===== src/rtl/friscv_rv32i_fetch.sv =====
// Instruction prefetch stage: sequential word reads are issued ahead of demand and buffered in order.
// Optional same-cycle forwarding of a response on an empty FIFO: define FRISCV_FETCH_BYPASS_EN.
module friscv_rv32i_fetch #(
  parameter int               ADDRW     = 16,
  parameter logic [ADDRW-1:0] BOOT_ADDR = {ADDRW{1'b0}},
  parameter int               XLEN      = 32,
  parameter int               DEPTH     = 4
) (
  input  logic             aclk,
  input  logic             srst,
  input  logic             inst_en,
  input  logic [ADDRW-1:0] inst_addr,
  output logic [XLEN-1:0]  inst_rdata,
  output logic             inst_ready,
  output logic             mem_en,
  output logic [ADDRW-1:0] mem_addr,
  input  logic             mem_ready,
  input  logic             mem_rvalid,
  input  logic [XLEN-1:0]  mem_rdata
);

  localparam int PW = $clog2(DEPTH);
  localparam int CW = PW + 1;

  logic [ADDRW-1:0] r_head_addr;
  logic [ADDRW-1:0] r_fetch_addr;
  logic [CW-1:0]    r_count;
  logic [CW-1:0]    r_outstanding;
  logic [CW-1:0]    r_discard_cnt;
  logic [PW-1:0]    r_wptr;
  logic [PW-1:0]    r_rptr;
  logic [XLEN-1:0]  r_fifo [DEPTH];
  logic             r_rst_q;

  logic w_hit;
  logic w_redirect;
  logic w_credit_ok;
  logic w_issue;
  logic w_bypass;
  logic w_pop;
  logic w_push;

  // Handshakes: a memory request transfers when mem_en && mem_ready; an instruction
  // transfers when inst_ready (inst_en held until then); mem_rvalid has no backpressure.
  always_comb begin
    w_hit       = inst_en && (inst_addr == r_head_addr);
    w_redirect  = inst_en && !w_hit;
    w_credit_ok = ({1'b0, r_count} + {1'b0, r_outstanding}) < (CW + 1)'(DEPTH);
    // Held low for the reset cycle and the one after it.
    mem_en      = !srst && !r_rst_q && !w_redirect && w_credit_ok;
    mem_addr    = r_fetch_addr;
    w_issue     = mem_en && mem_ready;
`ifdef FRISCV_FETCH_BYPASS_EN
    w_bypass    = w_hit && mem_rvalid && (r_count == '0) && (r_discard_cnt == '0);
`else
    w_bypass    = 1'b0;
`endif
    w_pop       = w_hit && (r_count != '0);
    w_push      = mem_rvalid && !w_redirect && (r_discard_cnt == '0) && !w_bypass;
    inst_ready  = w_pop || w_bypass;
    inst_rdata  = '0;
    if (w_pop) begin
      inst_rdata = r_fifo[r_rptr];
    end else if (w_bypass) begin
      inst_rdata = mem_rdata;
    end
  end

  always_ff @(posedge aclk) begin
    r_rst_q <= srst;
    if (srst) begin
      r_head_addr   <= BOOT_ADDR;
      r_fetch_addr  <= BOOT_ADDR;
      r_count       <= '0;
      r_outstanding <= '0;
      r_discard_cnt <= '0;
      r_wptr        <= '0;
      r_rptr        <= '0;
    end else begin
      r_outstanding <= r_outstanding + CW'(w_issue) - CW'(mem_rvalid);
      if (w_redirect) begin
        // Everything still in flight belongs to the old stream, minus the one dropped now.
        r_head_addr   <= inst_addr;
        r_fetch_addr  <= inst_addr;
        r_count       <= '0;
        r_wptr        <= '0;
        r_rptr        <= '0;
        r_discard_cnt <= r_outstanding - CW'(mem_rvalid);
      end else begin
        if (w_issue) begin
          r_fetch_addr <= r_fetch_addr + ADDRW'(4);
        end
        if (inst_ready) begin
          r_head_addr <= r_head_addr + ADDRW'(4);
        end
        if (w_push) begin
          r_wptr <= r_wptr + PW'(1);
        end
        if (w_pop) begin
          r_rptr <= r_rptr + PW'(1);
        end
        r_count <= r_count + CW'(w_push) - CW'(w_pop);
        if (mem_rvalid && (r_discard_cnt != '0)) begin
          r_discard_cnt <= r_discard_cnt - CW'(1);
        end
      end
    end
  end

  always_ff @(posedge aclk) begin
    if (!srst && w_push) begin
      r_fifo[r_wptr] <= mem_rdata;
    end
  end

endmodule


===== config.mk =====
export PLATFORM = sky130hd
export DESIGN_NAME = friscv_rv32i_fetch
export DESIGN_NICKNAME = d
export VERILOG_FILES = /design/src/rtl/friscv_rv32i_fetch.sv
export SDC_FILE = /design/constraint.sdc
export NUM_CORES = 1
export LEC_CHECK = 0
export CORE_AREA = 2 2 163 165
export DETAILED_ROUTE_END_ITERATION = 10
export DIE_AREA = 0 0 165 167
export MAX_ROUTING_LAYER = met4
export PLACE_DENSITY_LB_ADDON = 0.25
export RECOVER_POWER = 50
export SETUP_SLACK_MARGIN = 0.05
export SYNTH_ARGS = -nofsm -noshare
export SYNTH_HDL_FRONTEND = slang
export SYNTH_SLANG_ARGS = --single-unit
export TNS_END_PERCENT = 20

===== constraint.sdc =====
create_clock -name aclk -period 7.6 [get_ports aclk]
set_clock_uncertainty 0.15 [all_clocks]
set_input_delay 1.14 -clock aclk [delete_from_list [all_inputs] [get_ports aclk]]
set_output_delay 1.14 -clock aclk [all_outputs]
set_load 0.05 [all_outputs]

==> results of run 1 <==
## per-layer routing
metal | track usage | vias up
li1 | - | 2241
met1 | 0.173 | 2446
met2 | 0.215 | 132
met3 | 0.0321 | 17
met4 | 0.0367 | 0
met5 | - | -
## cell type report
cell class              instances  area (um2)  area share
multi-input cells             308        2650       0.277
well taps                     335         419      0.0438
repair buffers                108        1050       0.110
diodes                          4        10.0     0.00105
clock buffers                  17         425      0.0445
inverters                      18        67.6     0.00706
flip-flops and latches        174        4770       0.498
clock inverters                15         168      0.0175
## cell usage after synthesis, types with 6 or more instances
library cell | number | area (um2)
nand3_1 | 17 | 85.1
edfxtp_1 | 128 | 3840
xnor2_1 | 26 | 228
a31oi_1 | 6 | 37.5
nand2_1 | 28 | 105
inv_1 | 18 | 67.6
a21oi_1 | 15 | 75.1
dfxtp_1 | 46 | 921
xor2_1 | 12 | 105
mux4_2 | 32 | 721
a211oi_1 | 14 | 105
clkbuf_1 | 20 | 75.1
and3_1 | 39 | 244
nor2_1 | 25 | 93.8
ha_1 | 16 | 200
nand4_1 | 12 | 75.1
## report_power, final
part / internal, W / switching, W
combinational: 0.0000800 / 0.000101
clock: 0.000443 / 0.000422
sequential: 0.00104 / 0.0000236
## worst min path at each step
| stage | cells after the start | slack (ns) | endpoint | startpoint |
|---|---|---|---|---|
| 2_1_floorplan | 2 | 0.30 | register | r_rptr[1]$_SDFFE_PP0P_ |
| 3_3_place_gp | 2 | 0.31 | register | r_rptr[1]$_SDFFE_PP0P_ |
| 3_5_place_dp | 2 | 0.33 | register | r_rptr[1]$_SDFFE_PP0P_ |
| 4_1_cts | 2 | 0.34 | register | r_rptr[1]$_SDFFE_PP0P_ |
| 5_1_grt | 2 | 0.36 | register | r_rptr[1]$_SDFFE_PP0P_ |
| 6_report | 2 | 0.34 | register | r_rptr[1]$_SDFFE_PP0P_ |
## worst min-delay path, delay by kind of cell, from the launching register on
kind	cells	cell delay, ns
DFF	1	0.31
AOI/OAI and AO/OA	2	0.13
## registers in the layout, indices dropped and copies added (netlist names), named ones only
name and cells:
r_fifo 128, mem_addr 15, r_head_addr 15, r_count 3, r_discard_cnt 3, r_outstanding 3
r_rptr 2, r_wptr 2, r_rst_q 1
## stage by stage
stage | total power [W] | setup slack, ns | hold slack [ns] | instances | area [um2]
global placement | 0.00127 | 2.29 | 0.308 | 943 | 9000
floorplan | 0.00120 | 3.05 | 0.303 | 533 | 7640
detailed placement | 0.00128 | 2.26 | 0.332 | 943 | 9000
finish | 0.00211 | 1.79 | 0.340 | 979 | 9570
global route | 0.00220 | 1.54 | 0.365 | 979 | 9570
CTS | 0.00214 | 2.24 | 0.345 | 975 | 9590
## kinds of logic after synthesis
family          count (synthesis)  share of synthesized area
mux                            35                     0.0984
buf+inv                        51                     0.0295
simple gates                  155                      0.113
xor+xnor                       40                     0.0478
compound gates                 60                     0.0566
flops                         174                      0.623
fa+ha+maj                      18                     0.0314
## placed cells by master (no fill, tap or decap), drive strengths merged, types with 3 or more instances in the layout
master and instances:
a211oi 14, a21oi 15, a2bb2oi 3, a31oi 6
a32oi 3, and2 5, and3 39, buf 3
clkbuf 20, clkdlybuf4s50 52, clkinv 5, dfxtp 46
diode 4, dlygate4sd3 50, edfxtp 128, ha 16
inv 26, mux4 32, nand2 28, nand2b 3
nand3 17, nand4 14, nor2 25, nor2b 4
nor3 5, nor4 3, or3 3, or4 4
xnor2 28, xor2 12
==> results.ini, run 1 <==
[grt]
grt_max_degree = 45
grt_pass1_vias = 5037
track_usage = 0.135
grt_pass1_wl_um = 27500
antenna_found_initial = 4
overflow = 0

[die]
initial_core_util = 0.297
die_w_um = 165
die_y_um = 167
die_area_um2 = 27600
rows = 59
io_pins = 103
core_area_um2 = 25800

[placement]
gp_congestion = 0.781
hpwl_um = 11000
io_buffer_count = 102

[cts]
numCtsBuffers = 17
postCtsSetupBuffers = 0
cts_resized = 0
ctsRootBufferMaster = clkbuf_16
clkTransAtPathRegs_ns = 0.07
worst_skew_pair.late_latency_ns = 0.42
cts_tree = yes
clkSinkCount = 174
clock_tree.buffer_depth = 2
cts-htree-levels = 4
hold_buffers = 0

[timing]
fin_setup_tns_ns = 0
fmax_mhz = 172
layout_worst_path_cycle_share = 0.765
min_period_ns = 5.81
hold_viol = 0
slew_headroom = -0.231
worstMarginPinSlew_ns = 1.85
setup_viol = 0
rsz0062_at_grt = no
maxSlewViolCount = 81

[final_layout]
nNetsFinal = 698
syn_to_final_growth_pct = 25.1
drive_gt1_frac = 0.128
n_fill_cell = 2480
post-route-util = 0.371

[detailed_routing]
dr.pass1.iters = 4
m1WireLength_um = 7930
drcViolationCount = 0
antenna_left = 0
dr.max_layer_used = met4
viasPerCell = 4.94
vias = 4836
routed_wl_um = 17600
dr_wl_met2_um = 8480
route.met3.wl_um = 953
drt_iter0_drc = 337
wl_per_cell_um = 18.0

[worst_setup_path]
required_ns = 6.31
cp_max_fo = 39
crit_path_end = mem_en
cp_num_buf_inv = 4
cp-startpoint = srst
start_kind = input pin
crit_type = input pin to output pin
reg2reg_setup_slack_ns = 2.97
crit_path_top_delay_cell = clkbuf_1
reg2reg_depth = 12
endpoint_kind = output pin
cp_cell_sequence = dlygate4sd3_1 > clkbuf_1 > inv_1 > nand2_1 > nor3_1 > clkdlybuf4s50_1
r2r-start = r_head_addr[4]$_SDFFE_PP0P_
cp_num_cells = 6
crit_family = buffers and inverters
max_stage_delay_ns = 1.32
arrival_ns = 4.52
r2r_end = r_outstanding[2]$_SDFF_PP0_

[synth]
synth_cells = 533
synth_flop_cell = edfxtp_1
netlist_area_um2 = 7640
synth_edf_count = 128
ys.warnings.count = 0
ys_seq_area_frac = 0.623
synth_nets = 604
synthArstFlopShare = 0
synth_seq_cells = 174
avgSynthCellArea_um2 = 14.3
synth_cell_types = 54

[hold_path]
hp-class = register to register

[job]
maxCapViolations = 2

[power_and_ir_drop]
p_per_area_nw_per_um2 = 221
ir_worst_vdd_mv = 0.142
p_leak_nw = 3.23

[status]
failed_checks = max-capacitance violations, max-slew violations
status = finished, violations left

No activity file was read; power rests on OpenSTA's default activity.
==> inputs of run 2 (changes only) <==
==> constraint.sdc (replaced) <==
create_clock -name aclk -period 6 [get_ports aclk]
set_clock_uncertainty 0.15 [all_clocks]
set_input_delay 0.9 -clock aclk [delete_from_list [all_inputs] [get_ports aclk]]
set_output_delay 0.9 -clock aclk [all_outputs]
set_load 0.05 [all_outputs]
==> run 2 against run 1 <==
  * The run now ends clean
  * First-iteration DRC count fell by 32%
  * Sequential power rose by 26%
  * Hold slack improved by 0.0051 ns
  * Combinational power rose by 27%
  * Count of clock-buffer cells in the layout did not move
  * Non-clock buffer count rose by 1
  * Flip-flop and latch count did not move
  * Power rose by 30%
  * Critical path type unchanged
==> results.ini, run 2 (synthesized netlist as in run 1, its figures left out) <==
[status]
status = finished, final reports clean

[worst_setup_path]
endpoint_kind = output pin
r2r-start = r_head_addr[4]$_SDFFE_PP0P_
reg2reg_depth = 6  ; -6
required_ns = 4.95  ; -1.36 ns
crit_type = input pin to output pin
cp_max_fo = 8  ; -79%
start_kind = input pin
arrival_ns = 3.98  ; -0.54 ns
r2r_end = r_fifo[3][10]$_DFFE_PP_
reg2reg_setup_slack_ns = 2.31  ; -0.66 ns

[detailed_routing]
vias = 4851  ; +0.31%
dr.pass1.iters = 6  ; +2
wl_per_cell_um = 18.6  ; +3.2%
drcViolationCount = 0  ; unchanged
drt_iter0_drc = 229  ; -32%
viasPerCell = 4.96  ; +0.31%
routed_wl_um = 18200  ; +3.2%
antenna_left = 0  ; unchanged

[power_and_ir_drop]
power_frac_seq = 0.492  ; -0.013
p_per_area_nw_per_um2 = 286  ; +30%
power.total_w = 0.00275  ; +30%
power_frac_comb = 0.084  ; about the same
power_switching_share = 0.260  ; +0.00173
ir_worst_vdd_mv = 0.171  ; +21%
p_leak_nw = 3.26  ; +1.0%
p_sw_w = 0.000716  ; +31%
clock_power_share = 0.425  ; +0.016
intPower_w = 0.00204  ; +30%

[die]
io_pins = 103  ; unchanged
initial_core_util = 0.297  ; unchanged
die_w_um = 165  ; unchanged
core_area_um2 = 25800  ; unchanged
die_area_um2 = 27600  ; unchanged
rows = 59  ; unchanged
die_y_um = 167  ; unchanged

[grt]
grt_pass1_vias = 5212  ; +3.5%
overflow = 0  ; unchanged
grt_max_degree = 41  ; -8.9%
grt_pass1_wl_um = 28300  ; +2.9%
antenna_found_initial = 3  ; -1
track_usage = 0.140  ; +0.00445

[final_layout]
largest_register = r_fifo
drive_gt1_frac = 0.131  ; +0.00292
post-route-util = 0.373  ; +0.00189
syn_to_final_growth_pct = 25.8
fin_area_um2 = 9610  ; +0.51%
nNetsFinal = 699  ; +0.14%
final_common_cell = edfxtp_1
final_cell_mix = edfxtp_1 (128), clkdlybuf4s50_1 (52), dlygate4sd3_1 (50), dfxtp_1 (44), and3_1 (39)
largest_reg_flops = 128  ; unchanged

[cts]
cts_tree = yes
ctsRootBufferMaster = clkbuf_16
cts-htree-levels = 4  ; unchanged
cts_resized = 0  ; unchanged
clock_tree.buffer_depth = 2  ; unchanged
clkSinkCount = 174  ; unchanged
numCtsBuffers = 17  ; unchanged
worst_skew_pair.late_latency_ns = 0.44  ; +0.02 ns
hold_buffers = 0  ; unchanged
clkTransAtPathRegs_ns = 0.07  ; about the same
postCtsSetupBuffers = 0  ; unchanged

[timing]
rsz0062_at_grt = no
fin_setup_tns_ns = 0  ; unchanged
layout_worst_path_cycle_share = 0.838
slew_headroom = 0.344  ; +0.576
worst_slack_ns = 0.972  ; -0.816 ns
setup_viol = 0  ; unchanged
maxSlewViolCount = 0  ; -100%
worstMarginPinSlew_ns = 0.983  ; -0.863 ns
fmax_mhz = 199
min_period_ns = 5.03
hold_viol = 0  ; unchanged

[hold_path]
whs_path_depth = 2  ; unchanged
hp-class = register to register
min_from = r_head_addr[1]$_SDFFE_PP0P_
hold_end = r_head_addr[1]$_SDFFE_PP0P_

[placement]
gp_congestion = 0.803  ; +2.8%
hpwl_um = 11500  ; +3.8%
post-place-ws_ns = 1.25  ; -1.01 ns
dpl_cell_area_um2 = 9010  ; about the same
io_buffer_count = 102  ; unchanged

[job]
maxCapViolations = 0  ; -2

==> run 2: final cells by class <==
class                           instances  area [um2]
Timing Repair Buffer                  109        1070
Antenna cell                            3        7.51
Clock buffer                           17         425
Multi-Input combinational cell        308        2650
Inverter                               18        67.6
Sequential cell                       174        4770
Tap cell                              335         419
Clock inverter                         15         208
Fill cell                            2425       16100
==> run 2: critical path, stage by stage <==
cell	delay [ns]
dlygate4sd3_1	0.61
xnor2_1	0.17
nand4_1	0.26
o41ai_1	0.58
nand2_1	0.31
nor3_1	0.28
clkdlybuf4s50_1	0.86
==> run 2: metrics by stage <==
stage	instances	hold slack (ns)
3_3_place_gp	944	0.310
2_1_floorplan	533	0.303
3_5_place_dp	944	0.336
4_1_cts	976	0.355
5_1_grt	979	0.384
6_report	979	0.345
==> run 2: power by group through the flow <==
stage / Sequential, W / Combinational, W / Clock [W]
4_1_cts: 0.00135 / 0.000241 / 0.00120
5_1_grt: 0.00136 / 0.000252 / 0.00124
3_5_place_dp: 0.00138 / 0.000240 / 0
3_3_place_gp: 0.00138 / 0.000233 / 0
6_report: 0.00135 / 0.000230 / 0.00117
2_1_floorplan: 0.00139 / 0.000126 / 0
==> run 2: worst max-delay path by stage <==
stage                        from        endpoint  slack (ns)  depth (start not counted)
floorplan            inst_addr[3]          mem_en        1.93                          5
global placement    inst_addr[11]  inst_rdata[19]        1.20                          7
detailed placement  inst_addr[11]          mem_en        1.25                          7
CTS                 inst_addr[11]          mem_en        1.22                          7
global route         inst_addr[6]          mem_en        0.74                          7
finish               inst_addr[6]          mem_en        0.97                          7
==> run 2: layer usage <==
layer | wire, um | global-route usage | vias up
li1 | - | - | 2242
met1 | 8050 | 0.169 | 2433
met2 | 8870 | 0.232 | 162
met3 | 1050 | 0.0341 | 14
met4 | 222 | 0.0393 | 0
met5 | 0 | - | -
==> inputs of run 3 (changes only) <==
==> constraint.sdc (replaced) <==
create_clock -name aclk -period 4.4 [get_ports aclk]
set_clock_uncertainty 0.15 [all_clocks]
set_input_delay 0.66 -clock aclk [delete_from_list [all_inputs] [get_ports aclk]]
set_output_delay 0.66 -clock aclk [all_outputs]
set_load 0.05 [all_outputs]
==> run 3 against run 2 <==
  * The run now ends with max-capacitance violations, max-slew violations left
  * Sequential power increased by 37%
  * First-iteration DRC count increased by 69%
  * Clock power increased by 26%
  * Wire length increased by 0.41%
  * Global-route usage increased by 0.29 points
  * Die area unchanged
  * Register-to-register slack got worse by 1.4 ns
  * Largest cell class unchanged
  * Sequential share of layout area decreased by 2.0 points
  * Core utilization increased by 1.6 points
==> results.ini, run 3 (synthesized netlist as in run 1, its figures left out) <==
[timing]
fmax_mhz = 259
min_period_ns = 3.87
fin_setup_tns_ns = 0  ; unchanged
hold_viol = 0  ; unchanged
rsz0062_at_grt = no
worstMarginPinSlew_ns = 1.59  ; +0.606 ns
maxSlewViolCount = 38  ; +38
slew_headroom = -0.0595  ; -0.404
setup_viol = 0  ; unchanged
layout_worst_path_cycle_share = 0.879

[hold_path]
whs_path_depth = 2  ; unchanged
min_from = r_rptr[1]$_SDFFE_PP0P_
hp-class = register to register

[worst_setup_path]
crit_type = input pin to output pin
arrival_ns = 3.06  ; -0.92 ns
start_kind = input pin
cp_max_fo = 8  ; unchanged
reg2reg_setup_slack_ns = 0.91  ; -1.40 ns
r2r_end = r_head_addr[8]$_SDFFE_PP0P_
endpoint_kind = output pin
reg2reg_depth = 6  ; unchanged
r2r-start = r_head_addr[8]$_SDFFE_PP0P_
required_ns = 3.59  ; -1.36 ns

[die]
io_pins = 103  ; unchanged
die_y_um = 167  ; unchanged
core_area_um2 = 25800  ; unchanged
rows = 59  ; unchanged
initial_core_util = 0.297  ; unchanged
die_w_um = 165  ; unchanged
die_area_um2 = 27600  ; unchanged

[grt]
grt_pass1_wl_um = 28800  ; +1.5%
overflow = 0  ; unchanged
track_usage = 0.143  ; +0.00291
grt_pass1_vias = 5161  ; -0.98%
grt_max_degree = 44  ; +7.3%
antenna_found_initial = 2  ; -1

[cts]
clkTransAtPathRegs_ns = 0.06  ; about the same
ctsRootBufferMaster = clkbuf_16
postCtsSetupBuffers = 0  ; unchanged
hold_buffers = 0  ; unchanged
numCtsBuffers = 17  ; unchanged
worst_skew_pair.late_latency_ns = 0.43  ; about the same
cts_tree = yes
clock_tree.buffer_depth = 2  ; unchanged
cts_resized = 0  ; unchanged
clkSinkCount = 174  ; unchanged
cts-htree-levels = 4  ; unchanged

[final_layout]
syn_to_final_growth_pct = 31.1
final_cell_mix = edfxtp_1 (128), dlygate4sd3_1 (49), dfxtp_1 (44), and3_1 (39), buf_12 (39)
fin_area_um2 = 10000  ; +4.3%
n_fill_cell = 2413  ; -0.49%
nNetsFinal = 703  ; +0.57%
final_common_cell = edfxtp_1
drive_gt1_frac = 0.189  ; +0.0581
largest_reg_flops = 128  ; unchanged
largest_register = r_fifo

[job]
maxCapViolations = 1  ; +1

[power_and_ir_drop]
clock_power_share = 0.405  ; -0.020
power_frac_comb = 0.088  ; +0.004
p_sw_w = 0.000930  ; +30%
intPower_w = 0.00271  ; +33%
ir_worst_vdd_mv = 0.283  ; +65%
power_switching_share = 0.255  ; -0.00463
p_per_area_nw_per_um2 = 363  ; +27%
p_leak_nw = 3.45  ; +5.9%
power_frac_seq = 0.507  ; +0.015

[detailed_routing]
drcViolationCount = 0  ; unchanged
vias = 4875  ; +0.49%
routed_wl_um = 18300  ; +0.41%
wl_per_cell_um = 18.6  ; +0.10%
dr.pass1.iters = 4  ; -2
viasPerCell = 4.96  ; +0.19%
drt_iter0_drc = 388  ; +69%
antenna_left = 0  ; unchanged

[placement]
gp_congestion = 0.834  ; +3.8%
hpwl_um = 11500  ; +0.20%
io_buffer_count = 102  ; unchanged
dpl_cell_area_um2 = 9440  ; +4.8%

[status]
status = finished, violations left
failed_checks = max-capacitance violations, max-slew violations

[run 3: cell count changes in the layout (fill, tap and decap cells not counted), sizes merged]
cell,previous run,this run
bufinv,1,0
diode,3,2
inv,27,25
dlygate4sd3,50,49
clkinvlp,0,1
buf,6,43
clkinv,5,6
clkdlybuf4s50,52,19
clkbuf,18,20
[run 3: critical path, cell delays in order]
cell and delay, ns:
dlygate4sd3_1 0.59, xnor2_1 0.18, nand4_1 0.33, o41ai_4 0.50, nand2_1 0.27, nor3_1 0.35
buf_12 0.19
[run 3: area by class of cell]
cell class / instances / area, um2 / area share
sequential: 174 / 4770 / 0.476
multi-input combinational: 308 / 2680 / 0.267
timing repair buffer: 113 / 1500 / 0.150
clock buffer: 18 / 429 / 0.0428
tap: 335 / 419 / 0.0418
clock inverter: 14 / 161 / 0.0161
inverter: 18 / 67.6 / 0.00674
antenna: 2 / 5.00 / 0.000499
[run 3: how the worst max path moves through the flow]
| stage | startpoint | slack [ns] | to |
|---|---|---|---|
| after floorplan | inst_addr[3] | 0.71 | r_count[2]$_SDFF_PP0_ |
| after CTS | inst_addr[8] | 0.59 | mem_en |
| after global placement | inst_addr[13] | 0.59 | r_outstanding[2]$_SDFF_PP0_ |
| after global routing | inst_addr[8] | 0.25 | r_head_addr[8]$_SDFFE_PP0P_ |
| final | inst_addr[8] | 0.53 | mem_en |
| after detailed placement | inst_addr[8] | 0.51 | r_outstanding[2]$_SDFF_PP0_ |
[run 3: power groups by stage]
stage	sequential (W)	clock, W	combinational, W
2_1_floorplan	0.00190	0	0.000172
3_3_place_gp	0.00188	0	0.000326
3_5_place_dp	0.00188	0	0.000334
4_1_cts	0.00185	0.00152	0.000336
5_1_grt	0.00185	0.00160	0.000354
6_report	0.00185	0.00147	0.000322
[run 3: routing by layer]
layer  global-route usage  wire (um)  vias up
met3               0.0418        951       11
met4               0.0340        150        0
met1                0.179       8120     2480
li1                     -          -     2245
met2                0.227       9040      139
met5                    -          0        -
[run 3: through the flow]
step	setup WS (ns)	power (W)	utilization	hold slack, ns	instances
global route	0.255	0.00380	0.389	0.354	982
finish	0.532	0.00364	0.389	0.342	982
CTS	0.592	0.00370	0.389	0.342	980
floorplan	0.709	0.00207	-	0.303	533
global placement	0.592	0.00220	0.366	0.325	948
detailed placement	0.510	0.00222	0.366	0.332	948
==> variant 1: new RTL, config.mk and constraints of run 3 <==
`ADDRW`: 16 -> 17.
--- a/src/rtl/friscv_rv32i_fetch.sv
+++ b/src/rtl/friscv_rv32i_fetch.sv
@@ -3,3 +3,3 @@
 module friscv_rv32i_fetch #(
-  parameter int               ADDRW     = 16,
+  parameter int               ADDRW     = 17,
   parameter logic [ADDRW-1:0] BOOT_ADDR = {ADDRW{1'b0}},
Interface: changed (resized inst_addr and mem_addr); port bits go from 103 to 105. No check against the original RTL was run, so the function may have changed too.
==> variant 1 against run 3 <==
Wire length down 4.4%. Cell area down 0.61%. Setup slack worse by 0.024 ns. Die area unchanged. Total power is 0.87% higher. Synthesized area is 0.23% lower. Sequential cell count increased by 2. First-iteration DRC count fell by 15%. Largest cell class unchanged. Largest power group unchanged. Highest routed layer unchanged.
==> variant 1: results <==
group,metric,value,unit
outcome,status,"finished, final reports clean",
placed_design,placed_area,9380,um^2
drt,avgRoutedWirePerCell,17.4,um
power_and_ir_drop,p_comb_share,8.6,%
drt,drt_iter0_drc,329,
final_layout,final-clk-cell-share,5.85,%
grt,grt_util_met2,21.6,%
timing,holdWs,0.391,ns
timing,worst_slew_pin_slew,1.03,ns
final_layout,buf_share,14.5,%
final_layout,fin_nets,721,
yosys,synth_area_leaders,"edfxtp_1 (50%), dfxtp_1 (13%), mux4_2 (9.5%)",
power_and_ir_drop,switchingPower,0.943,mW
critical_path,crit_path_max_incr_delay,0.61,ns
final_layout,diodes,5,
critical_path,reg2reg_to,"r_count[2]",
critical_path,reg2reg_depth,13,
yosys,yosysSeqAreaShare,63.0,%
final_layout,seq_share,48.3,%
grt,met3_usage,3.71,%
power_and_ir_drop,powerDensity,369,nW/um^2
final_layout,top_register,"r_fifo",
grt,grt_pass1_vias,5103,
grt,antenna_found_initial,5,
final_layout,n_fill_cell,2416,
final_layout,drive_above_1_share,17.4,%
timing,setup_ws,0.508,ns
drt,vias,4807,
final_layout,num-multi-input-gates,325,
yosys,synth_commonest_cells,"edfxtp_1 (128), dfxtp_1 (48), and2_1 (41)",
power_and_ir_drop,ir_drop,0.210,mV
critical_path,reg2reg_slack,1.10,ns
yosys,synth.distinct_cells,48,
drt,dr_wl_met2,8.50,mm
placed_design,dp_hpwl,11.5,mm
yosys,syn_area_per_cell,14.0,um^2
final_layout,inverters,17,
final_layout,finish.utilization,38.7,%
yosys,synthCells,543,
drt,wl_met1,7.54,mm
final_layout,n_all_buffers,112,
grt,grt_max_degree,34,
placed_design,place.gp.congestion,0.810,
power_and_ir_drop,leakage,3.40,nW
critical_path,critPathMaxFanout,33,
grt,grt_pass1_wl,27.6,mm
yosys,ys_ff_latch,176,
grt,met1_usage,16.9,%
critical_path,rr_startpoint,"r_head_addr[10]",
variant 1: cell count changes after synthesis, sizes merged, moves of 6 or more:
| cell | delta |
|---|---|
| xor2 | +15 |
| o21ai | +11 |
| and3 | -34 |
| and2 | +37 |
| nand2 | +8 |
| xnor2 | -10 |
| nor3 | +6 |
| a211oi | -11 |
variant 1: logic make-up (layout without fill, tap and decap cells):
group	after synthesis	after routing	share of synthesized area (%)
and+or+nand+nor	172	172	12.0
DFF	176	176	63.0
AOI/OAI and AO/OA	54	54	4.13
buffers and inverters	42	161	2.53
xor gates and xnor gates	45	45	5.17
muxes	36	36	9.99
other	0	5	0
adders and majority gates	18	18	3.15
variant 1: how the worst max path moves through the flow:
stage,end,slack [ns],cells after the start
after floorplan,r_count[2],0.76,14
after CTS,inst_rdata[0],0.48,9
after global placement,r_count[2],0.41,14
after detailed placement,r_count[2],0.36,14
final,inst_rdata[20],0.51,9
after global routing,inst_rdata[3],0.34,9
==> variant 2: new RTL, flow settings as in run 3 <==
Without the edit above. Add a define of `FRISCV_FETCH_BYPASS_EN`.
--- a/src/rtl/friscv_rv32i_fetch.sv
+++ b/src/rtl/friscv_rv32i_fetch.sv
@@ -2,2 +2,4 @@
 // Optional same-cycle forwarding of a response on an empty FIFO: define FRISCV_FETCH_BYPASS_EN.
+`define FRISCV_FETCH_BYPASS_EN
+
 module friscv_rv32i_fetch #(
Formal check against the unedited RTL: not equivalent (Yosys sat finds a counterexample within 4 cycles, from zero or initial values and one cycle with srst high).
==> variant 2 against run 3 <==
The flow still finishes with violations (capacitance limit, slew limit). Sequential cell count grew 2. Setup slack got worse by 0.36 ns. Total power grew 3.8%. Cell area up 2.8%. Synthesized area grew 2.5%. Combinational power increased by 9.0%. Wire length grew 1.2%. Maximum frequency fell by 8.6%. Largest power group unchanged.
==> variant 2: results <==
group,metric,value,unit
final_layout,fin_nets,738,
timing,slew_headroom,-7.40,%
grt,grt_max_degree,35,
drt,routed_wl,18.5,mm
critical_path,reg2reg_depth,13,
final_layout,largest_reg_flops,128,
final_layout,n_fill_cell,2364,
placed_design,dp.cells,983,
power_and_ir_drop,leakage,3.44,nW
grt,grtUsageTotal,14.3,%
placed_design,dp_hpwl,12.6,mm
grt,grt_pass1_wl,29.5,mm
outcome,status,"complete, but fails checks",
yosys,synth_commonest_cells,"edfxtp_1 (128), dfxtp_1 (48), a22o_1 (32), mux4_2 (32), nand2_1 (31)",
critical_path,worstPathArrival,3.42,ns
placed_design,place.gp.congestion,0.868,
clocking,clkTransAtPathRegs,0.08,ns
worst_hold_path,hold_class,"flop to flop",
critical_path,reg2reg_to,"r_count[2]",
placed_design,dpl_worst_slack,0.133,ns
run,cap_violations,1,
yosys,yosysSeqAreaShare,61.3,%
drt,drt_iter0_drc,304,
grt,antenna_found_initial,1,
timing,holdWs,0.307,ns
final_layout,drive_above_1_share,19.3,%
drt,drt-pass1-iter-count,5,
critical_path,rr_startpoint,"r_head_addr[5]",
timing,final_max_slew_viol_count,35,
drt,avgRoutedWirePerCell,18.2,um
grt,grt_pass1_vias,5394,
power_and_ir_drop,p_int,2.80,mW
yosys,synth_area_leaders,"edfxtp_1 (49%), dfxtp_1 (12%), mux4_2 (9.2%)",
power_and_ir_drop,ir_drop,0.249,mV
critical_path,critPathMaxFanout,15,
critical_path,reg2reg_slack,0.92,ns
outcome,violations,"capacitance limit, slew limit",
-- variant 2: stage by stage --
| stage | cell area [um^2] | power [mW] |
|---|---|---|
| 2_1_floorplan | 7840 | 2.10 |
| 3_3_place_gp | 9670 | 2.25 |
| 3_5_place_dp | 9670 | 2.26 |
| 4_1_cts | 10300 | 3.83 |
| 5_1_grt | 10300 | 3.93 |
| 6_report | 10300 | 3.78 |
-- variant 2: kinds of logic after synthesis --
logic type / Yosys count / share of synthesized area [%]
AOI/OAI and AO/OA: 106 / 9.69
xor gates and xnor gates: 36 / 4.12
adders and majority gates: 18 / 3.07
buffers and inverters: 53 / 2.92
DFF: 176 / 61.3
muxes: 36 / 9.72
and+or+nand+nor: 133 / 9.18
-- variant 2: layout make-up --
type | count | area (um^2) | area share (%)
Clock inverter | 15 | 205 | 1.99
Inverter | 18 | 67.6 | 0.656
Antenna cell | 1 | 2.50 | 0.0243
Multi-Input combinational cell | 329 | 2840 | 27.5
Clock buffer | 17 | 425 | 4.13
Sequential cell | 176 | 4810 | 46.7
Tap cell | 335 | 419 | 4.07
Timing Repair Buffer | 125 | 1540 | 14.9
-- variant 2: layer usage --
metal  GRT usage [%]  wire length, um
met1            18.0             8190
met2            23.0             9380
met3            2.84              717
met4            4.54              199
met5               -                0
-- variant 2: how the worst max path moves through the flow --
stage                        startpoint        endpoint  slack [ns]  cells after the start
final                      inst_addr[5]  inst_rdata[23]        0.17                      8
after global routing       inst_addr[5]  inst_rdata[23]        0.07                      8
after CTS                  inst_addr[5]  inst_rdata[23]        0.12                      8
after detailed placement   inst_addr[5]  inst_rdata[23]        0.13                      8
after global placement     inst_addr[5]  inst_rdata[23]        0.20                      8
after floorplan           inst_addr[10]    r_fifo[0][0]       -0.28                      6
-- variant 2: power groups by stage --
| stage | combinational (mW) | clock (mW) | sequential (mW) |
|---|---|---|---|
| floorplan | 0.180 | 0 | 1.92 |
| global placement | 0.353 | 0 | 1.90 |
| detailed placement | 0.363 | 0 | 1.90 |
| CTS | 0.365 | 1.60 | 1.86 |
| global route | 0.386 | 1.67 | 1.87 |
| finish | 0.351 | 1.56 | 1.86 |
-- variant 2: worst max-delay path: stages --
cell	delay, ns
clkdlybuf4s50_1	0.49
xnor2_1	0.29
nand4_1	0.27
or4_1	0.72
nor2_2	0.29
buf_4	0.29
a22o_1	0.25
buf_12	0.16
